===== config.mk =====
export PLATFORM = sky130hd
export DESIGN_NAME = vga_sprite_overlay
export DESIGN_NICKNAME = d
export VERILOG_FILES = /design/src/rtl/vga_pkg.sv /design/src/rtl/vga_bounce_axis.sv /design/src/rtl/vga_sprite_overlay.sv
export SDC_FILE = /design/constraint.sdc
export NUM_CORES = 1
export LEC_CHECK = 0
export CAP_MARGIN = 10
export CORE_MARGIN = 3
export CORE_UTILIZATION = 45
export CTS_BUF_LIST = sky130_fd_sc_hd__clkbuf_8
export DETAILED_ROUTE_END_ITERATION = 10
export PLACE_DENSITY = 0.77
export SYNTH_ARGS = -nofsm -noshare
export SYNTH_HDL_FRONTEND = slang
export SYNTH_SLANG_ARGS = --single-unit

===== constraint.sdc =====
create_clock -name iPixclk -period 2.18 [get_ports iPixclk]
set_input_delay 0.218 -clock iPixclk [delete_from_list [all_inputs] [get_ports iPixclk]]
set_output_delay 0.218 -clock iPixclk [all_outputs]
set_load 0.03 [all_outputs]

===== src/rtl/vga_pkg.sv =====
// Shared VGA constants and the bounce-direction type used by the sprite overlay.
package vga_pkg;

  localparam int H_ACTIVE = 640;
  localparam int V_ACTIVE = 480;
  localparam logic [9:0] COORD_INVALID = 10'h3FF;

  typedef enum logic {
    DIR_POS = 1'b0,
    DIR_NEG = 1'b1
  } dir_t;

endpackage


===== src/rtl/vga_bounce_axis.sv =====
// One axis of the bouncing sprite: position plus direction, stepped once per frame tick.
// The direction flag is the state of a two-state FSM, visible as the signal "dir".
module vga_bounce_axis
  import vga_pkg::*;
#(
  parameter int LIMIT = 600,
  parameter int STEP  = 2
) (
  input  logic       iPixclk,
  input  logic       iRst,
  input  logic       tick,
  output logic [9:0] pos
);

  localparam logic [10:0] LIMIT_W = 11'(LIMIT);
  localparam logic [10:0] STEP_W  = 11'(STEP);

  dir_t        dir;
  dir_t        dir_next;
  logic [9:0]  pos_next;
  logic [10:0] pos_w;
  logic [10:0] sum_w;
  logic [10:0] diff_w;

  always_ff @(posedge iPixclk or negedge iRst) begin
    if (!iRst) begin
      pos <= 10'd0;
      dir <= DIR_POS;
    end else begin
      pos <= pos_next;
      dir <= dir_next;
    end
  end

  // 11-bit arithmetic keeps the limit compare free of wrap-around.
  always_comb begin
    pos_next = pos;
    dir_next = dir;
    pos_w    = {1'b0, pos};
    sum_w    = pos_w + STEP_W;
    diff_w   = pos_w - STEP_W;
    if (tick) begin
      if (dir == DIR_POS) begin
        if (sum_w >= LIMIT_W) begin
          pos_next = LIMIT_W[9:0];
          dir_next = DIR_NEG;
        end else begin
          pos_next = sum_w[9:0];
        end
      end else begin
        if (pos_w <= STEP_W) begin
          pos_next = 10'd0;
          dir_next = DIR_POS;
        end else begin
          pos_next = diff_w[9:0];
        end
      end
    end
  end

endmodule


===== src/rtl/vga_sprite_overlay.sv =====
// Bouncing square sprite composited over the background pixel stream.
// Optional white 2-pixel sprite outline when VGA_SPRITE_BORDER_EN is defined.
module vga_sprite_overlay
  import vga_pkg::*;
#(
  parameter int          SPRITE_SIZE = 40,
  parameter int          STEP        = 2,
  parameter logic [23:0] SPRITE_RGB  = 24'h00FF00
) (
  input  logic        iPixclk,
  input  logic        iRst,
  input  logic        iVs,
  input  logic [9:0]  iCoord_X,
  input  logic [9:0]  iCoord_Y,
  input  logic [23:0] iRGB,
  output logic [23:0] oRGB,
  output logic [9:0]  oPos_X,
  output logic [9:0]  oPos_Y,
  output logic [7:0]  oFrameCnt
);

  localparam logic [10:0] SIZE_W = 11'(SPRITE_SIZE);

  logic vs_q;
  logic frame_tick;
  logic hit;
  logic hit_q;
  logic coord_valid;
  logic in_x;
  logic in_y;
  logic [10:0] cx;
  logic [10:0] cy;
  logic [10:0] px;
  logic [10:0] py;

  // Falling edge of the active-low vsync marks the start of each new frame.
  assign frame_tick = vs_q & ~iVs;

  vga_bounce_axis #(.LIMIT(H_ACTIVE - SPRITE_SIZE), .STEP(STEP)) u_axis_x (
    .iPixclk (iPixclk),
    .iRst    (iRst),
    .tick    (frame_tick),
    .pos     (oPos_X)
  );

  vga_bounce_axis #(.LIMIT(V_ACTIVE - SPRITE_SIZE), .STEP(STEP)) u_axis_y (
    .iPixclk (iPixclk),
    .iRst    (iRst),
    .tick    (frame_tick),
    .pos     (oPos_Y)
  );

  always_comb begin
    cx          = {1'b0, iCoord_X};
    cy          = {1'b0, iCoord_Y};
    px          = {1'b0, oPos_X};
    py          = {1'b0, oPos_Y};
    coord_valid = (iCoord_X != COORD_INVALID) && (iCoord_Y != COORD_INVALID);
    in_x        = (cx >= px) && (cx < px + SIZE_W);
    in_y        = (cy >= py) && (cy < py + SIZE_W);
    hit         = coord_valid && in_x && in_y;
  end

  always_ff @(posedge iPixclk or negedge iRst) begin
    if (!iRst) begin
      vs_q      <= 1'b1;
      hit_q     <= 1'b0;
      oFrameCnt <= 8'd0;
    end else begin
      vs_q  <= iVs;
      hit_q <= hit;
      if (frame_tick) oFrameCnt <= oFrameCnt + 8'd1;
    end
  end

`ifdef VGA_SPRITE_BORDER_EN
  logic [10:0] rel_x;
  logic [10:0] rel_y;
  logic        border;
  logic        border_q;

  // Relative offsets are only meaningful when hit is set; border_q is gated by hit_q.
  always_comb begin
    rel_x  = cx - px;
    rel_y  = cy - py;
    border = (rel_x < 11'd2) || (rel_x >= SIZE_W - 11'd2) ||
             (rel_y < 11'd2) || (rel_y >= SIZE_W - 11'd2);
  end

  always_ff @(posedge iPixclk or negedge iRst) begin
    if (!iRst) begin
      border_q <= 1'b0;
      oRGB     <= 24'd0;
    end else begin
      border_q <= border;
      if (hit_q) oRGB <= border_q ? 24'hFFFFFF : SPRITE_RGB;
      else       oRGB <= iRGB;
    end
  end
`else
  always_ff @(posedge iPixclk or negedge iRst) begin
    if (!iRst) oRGB <= 24'd0;
    else       oRGB <= hit_q ? SPRITE_RGB : iRGB;
  end
`endif

endmodule


==> metrics.md, run 1 <==
| Metric | Value |
|---|---|
| Setup violators final | `1` |
| CTS tree | `built` |
| Power density over cell area | `about 1100 nW/µm²` |
| Share of layout cells above drive strength 1 | `0.182` |
| Sw Share | `0.470` |
| Routed Antenna Nets | `0` |
| Crit path largest cell delay | `between 0.4 and 0.5 ns` |
| Final nets | `655` |
| Vias | `3831` |
| Number of synthesized flops with an enable pin | `0` |
| Leading cell type in the layout, fill and taps excluded | `clkdlybuf4s50_1` |
| Power share of the sequential group | `0.269` |
| Pre-antenna DRT Iters | `4` |
| Most used cell, CP | `a21o_1` |
| Crit share post-route | `1.03` |
| DRC | `0` |
| Clock Path Buffers | `2` |
| Worst vdd ir | `approximately 0.73 mV` |
| Ranking of synthesized cells by area | `dfrtp_1 (34%), ha_1 (14%), xnor2_1 (4.4%), a21oi_1 (3.3%), nor2b_1 (2.9%)` |
| Vias in the first global route | `between 3000 and 4000` |
| Yosys top cell area share | `0.336` |
| Overall routing resource usage | `0.226` |
| Die W | `99.7 µm` |
| Worst Tran Pin Value | `approximately 0.84 ns` |
| Post-DP Area | `5230 µm²` |
| Synth Flop Type | `dfrtp_1` |
| WL final | `between 10000 and 15000 µm` |
| Worst path required time | `roughly 2.4 ns` |
| Fillcell total | `about 700` |
| Hold Crit Class | `primary input to async pin` |
| Ys async rst share | `1.00` |
| Worst Skew | `between 0.006 and 0.007 ns` |
| Root buffer cell | `clkbuf_8` |
| Worst Setup End Kind | `flop` |
| Avg Cell Area, Syn | `roughly 9 µm²` |
| Register area share after synthesis | `0.342` |
| Num CTS Buffers | `5` |
| Sw power | `between 0.002 and 0.003 W` |
| Port buffer count | `between 90 and 100` |
| WL/cell | `16.6 µm` |
| Number of diodes | `0` |
| Path depth of the worst reg2reg path | `10` |
| Io pins | `99` |
| Commonest cells after routing, fill and taps aside | `clkdlybuf4s50_1 (95), dfrtp_1 (43), buf_4 (42)` |
| Cells along the critical path | `a21oi_4, nor2_2, xnor2_2, ha_1, a21o_1, a21oi_2, a21o_1, a31oi_1, a311oi_1, o311a_1` |
| Reg clk slew, reported paths | `0.10 ns` |
| CTS Hold Buffers Added | `0` |
| Crit path DAT | `between 2 and 2.5 ns` |
| Final Cell Area | `about 5500 µm²` |
| Fin. Hold Viols | `0` |
| Core area | `8380 µm²` |
| Area delta synth->final | `38.7%` |
| Cell Area, Synth | `between 3000 and 4000 µm²` |
| Critical path class | `flop to flop` |
| Slew headroom | `0.442` |
| Flop2flop setup slack | `-0.05 ns` |
| RR Startpoint | `u_axis_y.pos[3]` |
| Clock share of power | `0.098` |
| Mapped Cells | `between 400 and 500` |
| Slowest-stage cell, CP | `dfrtp_2` |
| Starting Density | `0.471` |
| Comb power frac | `0.633` |
| Achievable Freq | `448 MHz` |
| Setup WS pre-CTS | `-0.126 ns` |
| Reg2Reg Capture Point | `hit_q` |
| Number of synthesized register bits | `between 50 and 60` |
| Clock Latency Late Sink | `a little over 0.3 ns` |
| Status | `finished, violations left` |
| Largest net degree at the start of global routing | `37` |
| First-pass GRT wire length | `about 18000 µm` |
| Leading area contributor after synthesis | `dfrtp_1` |
| Initial antenna violation count | `0` |
| Failing checks | `negative setup slack` |
| Distinct cell type count after synthesis | `66` |
| Initial DRC Count | `about 260` |
| Via density | `between 5 and 6` |
| Area of the die | `just under 10000 µm²` |
| Synth warn | `0` |
| H-tree levels | `2` |
| Final worst setup slack | `-0.0546 ns` |
| Max cap viols | `0` |
| Cell row count | `33` |
| Minimum clock period | `~2.2 ns` |
| CP Launch Type | `flop` |
| Die Height | `99.7 µm` |
| Dpl hpwl | `between 8000 and 9000 µm` |
| RSZ-0062 raised after global routing | `yes` |
| Leakage | `about 2.3 nW` |
| Grt ovf | `0` |
| RD Place Congestion | `0.944` |
| Worst hold slack | `0.00141 ns` |
| Int Power | `between 0.003 and 0.004 W` |
| Max Transition Viols Final | `0` |
| CTS sink cnt | `between 50 and 60` |
| CP max FO | `3` |
## critical path, delay by kind of cell, from the launching register on
family	cells	cell delay (ns)
AND/OR/NAND/NOR	1	0.07
adder cells (fa/ha/maj)	1	0.30
XOR/XNOR	1	0.13
flip-flops	1	0.46
AO/OA/AOI/OAI	7	1.21
## registers in the layout, indices dropped and copies added, names as in the netlist
signal / flops
oRGB: 24
u_axis_x.pos: 9
u_axis_y.pos: 9
oFrameCnt: 8
hit_q: 1
u_axis_x.dir: 1
u_axis_y.dir: 1
vs_q: 1
## per-layer routing
metal  global-route usage  wire (µm)
met3               0.0266        817
met2                0.396       5760
met4               0.0588        149
met5                    0          0
met1                0.297       4410
## worst max path at each step
stage	from	endpoint	slack (ns)	cells after the start
after floorplan	u_axis_y.pos[3]	hit_q	-0.06	11
after CTS	u_axis_y.pos[4]	u_axis_y.pos[4]	0.007	8
after detailed placement	u_axis_y.pos[3]	hit_q	-0.13	10
after global routing	u_axis_y.pos[3]	hit_q	-0.13	10
final	u_axis_y.pos[3]	hit_q	-0.05	10
after global placement	u_axis_y.pos[3]	hit_q	-0.005	10
## what timing repair did
| action | 4_1_cts | 5_1_grt |
|---|---|---|
| pin swaps | 2 | 1 |
| setup buffers | 1 | 5 |
| setup endpoints to repair | 7 | 16 |
| resized for setup | 6 | 15 |
## synthesized netlist by cell type (all sizes together) (8+ instances only)
library cell and instances:
dfrtp 53, clkbuf 13, nor2 22, nand4 8
ha 43, xnor2 20, o21ai 29, a21oi 26
inv 27, nor2b 18, buf 12, nand2 29
nand3 13, and3 8, a211oi 9, or2 8
o22ai 11, nor3 18
## per-stage QoR
stage	std cells	util	power [W]	setup TNS (ns)
2_1_floorplan	442	-	0.00402	-0.0575
3_3_place_gp	657	0.624	0.00537	-0.00549
3_5_place_dp	657	0.624	0.00545	-0.184
4_1_cts	666	0.637	0.00610	0
5_1_grt	671	0.654	0.00673	-0.526
6_report	671	0.654	0.00626	-0.0546
## power by group through the flow
stage          Clock (W)  Combinational [W]  Sequential [W]
4_1_cts         0.000632            0.00380         0.00167
3_5_place_dp           0            0.00376         0.00169
3_3_place_gp           0            0.00370         0.00167
5_1_grt         0.000669            0.00432         0.00174
6_report        0.000614            0.00397         0.00168
2_1_floorplan          0            0.00195         0.00207
## cells by family after synthesis
kind of cell | after synthesis | share of synthesized area
and+or+nand+nor | 144 | 0.196
AOI/OAI and AO/OA | 123 | 0.213
DFF | 54 | 0.342
buffers and inverters | 53 | 0.0599
adders and majority gates | 43 | 0.136
xor gates and xnor gates | 22 | 0.0488
other | 1 | 0.000949
muxes | 1 | 0.00285
## area by class of cell
type	count	area, µm²	share of cell area
multi-input cells	335	2460	0.448
clock buffers	6	82.6	0.0151
repair buffers	141	1320	0.241
flip-flops and latches	54	1370	0.249
inverters	28	105	0.0192
clock inverters	2	16.3	0.00297
well taps	105	131	0.0240
No activity file was read; power rests on OpenSTA's default activity.
==> run 2: changes to the inputs <==
- CORE_UTILIZATION: 45 -> 46
- PLACE_DENSITY: 0.77 -> 0.79
==> run 2 against run 1 <==
  * The flow now finishes without violations
  * Fmax rose by 2.6%
  * Critical path depth fell by 2
  * Clock power fell by 3.9%
  * Power rose by 0.55%
  * Combinational power rose by 2%
  * Utilization rose by 1.2 points
  * Critical path type unchanged
  * Largest power group unchanged
  * Highest routed layer unchanged
==> metrics.md, run 2 (same netlist as run 1, synthesis figures left out) <==
| Metric | Value |
|---|---|
| Status | `complete, no violations` |
| Largest net degree at the start of global routing | `29 (-22%)` |
| Share of layout cells above drive strength 1 | `0.189 (+0.00749)` |
| Dpl hpwl | `8710 µm (+1.7%)` |
| Max cap viols | `0 (unchanged)` |
| Setup violators final | `0 (-1)` |
| Die W | `98.7 µm (-1.0%)` |
| Final Util | `0.665 (+0.0116)` |
| Vias in the first global route | `3811 (+1.0%)` |
| DRC | `0 (unchanged)` |
| Hold Crit Class | `primary input to flop` |
| Clock Latency Late Sink | `0.32 ns (about the same)` |
| Commonest cells after routing, fill and taps aside | `clkdlybuf4s50_1 (95), buf_4 (43), dfrtp_1 (42)` |
| Hold Path Cell Cnt | `1` |
| Achievable Freq | `459 MHz (+2.6%)` |
| Max Transition Viols Final | `0 (unchanged)` |
| CP Launch Type | `flop` |
| Area delta synth->final | `39.1%` |
| Path depth of the worst reg2reg path | `8 (-2)` |
| Root buffer cell | `clkbuf_8` |
| Critical path class | `flop to flop` |
| Number of diodes | `0 (unchanged)` |
| Worst Setup End Kind | `flop` |
| Reg clk slew, reported paths | `0.11 ns (about the same)` |
| Final nets | `659 (+0.61%)` |
| Final worst setup slack | `0.00121 ns (+0.0558 ns)` |
| CP max FO | `6 (+3)` |
| Initial DRC Count | `190 (-26%)` |
| WL/cell | `16.6 µm (about the same)` |
| Worst Skew | `0.0123 ns (+0.00612 ns)` |
| Initial antenna violation count | `0 (unchanged)` |
| Largest Register | `oRGB` |
| Leakage | `2.28 nW (about the same)` |
| Num CTS Buffers | `5 (unchanged)` |
| Area of the die | `9730 µm² (-2.0%)` |
| Core area | `8260 µm² (-1.5%)` |
| Leading cell type in the layout, fill and taps excluded | `clkdlybuf4s50_1` |
| Crit path DAT | `2.42 ns (-0.07 ns)` |
| Power density over cell area | `1150 nW/µm² (+0.28%)` |
| Worst vdd ir | `0.721 mV (-0.92%)` |
| Via density | `5.74 (+0.50%)` |
| Routed Antenna Nets | `0 (unchanged)` |
| Pre-antenna DRT Iters | `5 (+1)` |
| Worst path required time | `2.42 ns (about the same)` |
| Minimum clock period | `2.18 ns (-0.0558 ns)` |
| Io pins | `99 (unchanged)` |
| Setup WS pre-CTS | `-0.0796 ns (+0.0461 ns)` |
| Cell row count | `33 (unchanged)` |
| Vias | `3873 (+1.1%)` |
| WL final | `11200 µm (+0.57%)` |
| Starting Density | `0.478 (+0.00707)` |
| RSZ-0062 raised after global routing | `yes` |
| Worst Tran Pin Value | `0.711 ns (-0.126 ns)` |
| Setup total negative slack | `0 ns (+0.0546 ns)` |
| Overall routing resource usage | `0.225 (-0.00133)` |
| H-tree levels | `2 (unchanged)` |
| Crit share post-route | `0.999 (-0.0256)` |
| Die Height | `98.7 µm (-1.0%)` |
| CTS tree | `built` |
| Fin. Hold Viols | `0 (unchanged)` |
| Clock Path Buffers | `2 (unchanged)` |
| Grt ovf | `0 (unchanged)` |
| First-pass GRT wire length | `18000 µm (-2.2%)` |
| Largest regs | `oRGB x24, u_axis_x.pos x9, u_axis_y.pos x9` |
| RD Place Congestion | `0.914 (-3.3%)` |
| Worst hold slack | `0.334 ns (+0.332 ns)` |
| Slew headroom | `0.526 (+0.0842)` |
| Port buffer count | `96 (unchanged)` |
| CTS sink cnt | `54 (unchanged)` |
| Largest register FFs | `24 (unchanged)` |
## run 2: cell types whose count changed in the layout (fill, tap and decap cells not counted), sizes merged
| cell | previous run | this run |
|---|---|---|
| nand2b | 6 | 7 |
| buf | 46 | 48 |
| clkbuf | 6 | 5 |
| dlygate4sd3 | 0 | 1 |
| clkinvlp | 1 | 2 |
## run 2: stage by stage
step	power, W	cell area, µm²	instances
2_1_floorplan	0.00402	3990	442
3_3_place_gp	0.00543	5310	664
3_5_place_dp	0.00554	5310	664
4_1_cts	0.00618	5420	673
5_1_grt	0.00675	5500	675
6_report	0.00630	5500	675
## run 2: final cells by class
cell class	count	area (µm²)
Sequential cell	54	1370
Timing Repair Buffer	144	1350
Clock buffer	5	68.8
Fill cell	680	2760
Inverter	28	105
Clock inverter	3	23.8
Tap cell	105	131
Multi-Input combinational cell	336	2450
## run 2: final timing paths
path / from / slack (ns) / endpoint
hold reg to reg: oFrameCnt[6] / 0.49 / oFrameCnt[6]
max in group asynchronous: iRst / 1.08 / vs_q
setup / recovery: u_axis_y.pos[3] / 0.001 / u_axis_y.dir
setup reg to reg: u_axis_y.pos[3] / 0.001 / u_axis_y.dir
min in group asynchronous: iRst / 0.45 / u_axis_x.pos[3]
hold / removal: iVs / 0.33 / vs_q
## run 2: per-layer routing
| metal | GRT usage | vias to the layer above | part of all wire |
|---|---|---|---|
| li1 | - | 1842 | - |
| met1 | 0.279 | 1821 | 0.40 |
| met2 | 0.387 | 169 | 0.51 |
| met3 | 0.0318 | 41 | 0.059 |
| met4 | 0.103 | 0 | 0.037 |
| met5 | 0 | - | 0 |
## run 2: report_power, final
part	switching, W	total (W)	leakage [nW]	internal [W]
combinational	0.00225	0.00405	1.60	0.00180
sequential	0.000367	0.00166	0.641	0.00129
clock	0.000360	0.000590	0.0408	0.000231
total	0.00298	0.00630	2.28	0.00332
## run 2: critical path, cell delays in order, from the launching register on
cell and delay, ns:
dfrtp_2 0.40, ha_2 0.23, buf_4 0.13, nand2_2 0.05, or3_4 0.35, a2111oi_4 0.36
o21ai_2 0.15, a211oi_4 0.29, o21bai_1 0.15
## run 2: repair_timing
item / in CTS / in global routing
gates cloned: 0 / 1
pin swaps: 2 / 3
hold buffers: 1 / 0
hold endpoints to repair: 26 / 0
gates resized for setup: 6 / 15
setup buffers: 0 / 1
setup endpoints to repair: 6 / 16
==> run 3: changes to the inputs <==
- GPL_ROUTABILITY_DRIVEN: not set -> 1
==> results of run 3 <==
No change in the layout: final DEF, timing and power equal those of run 2.
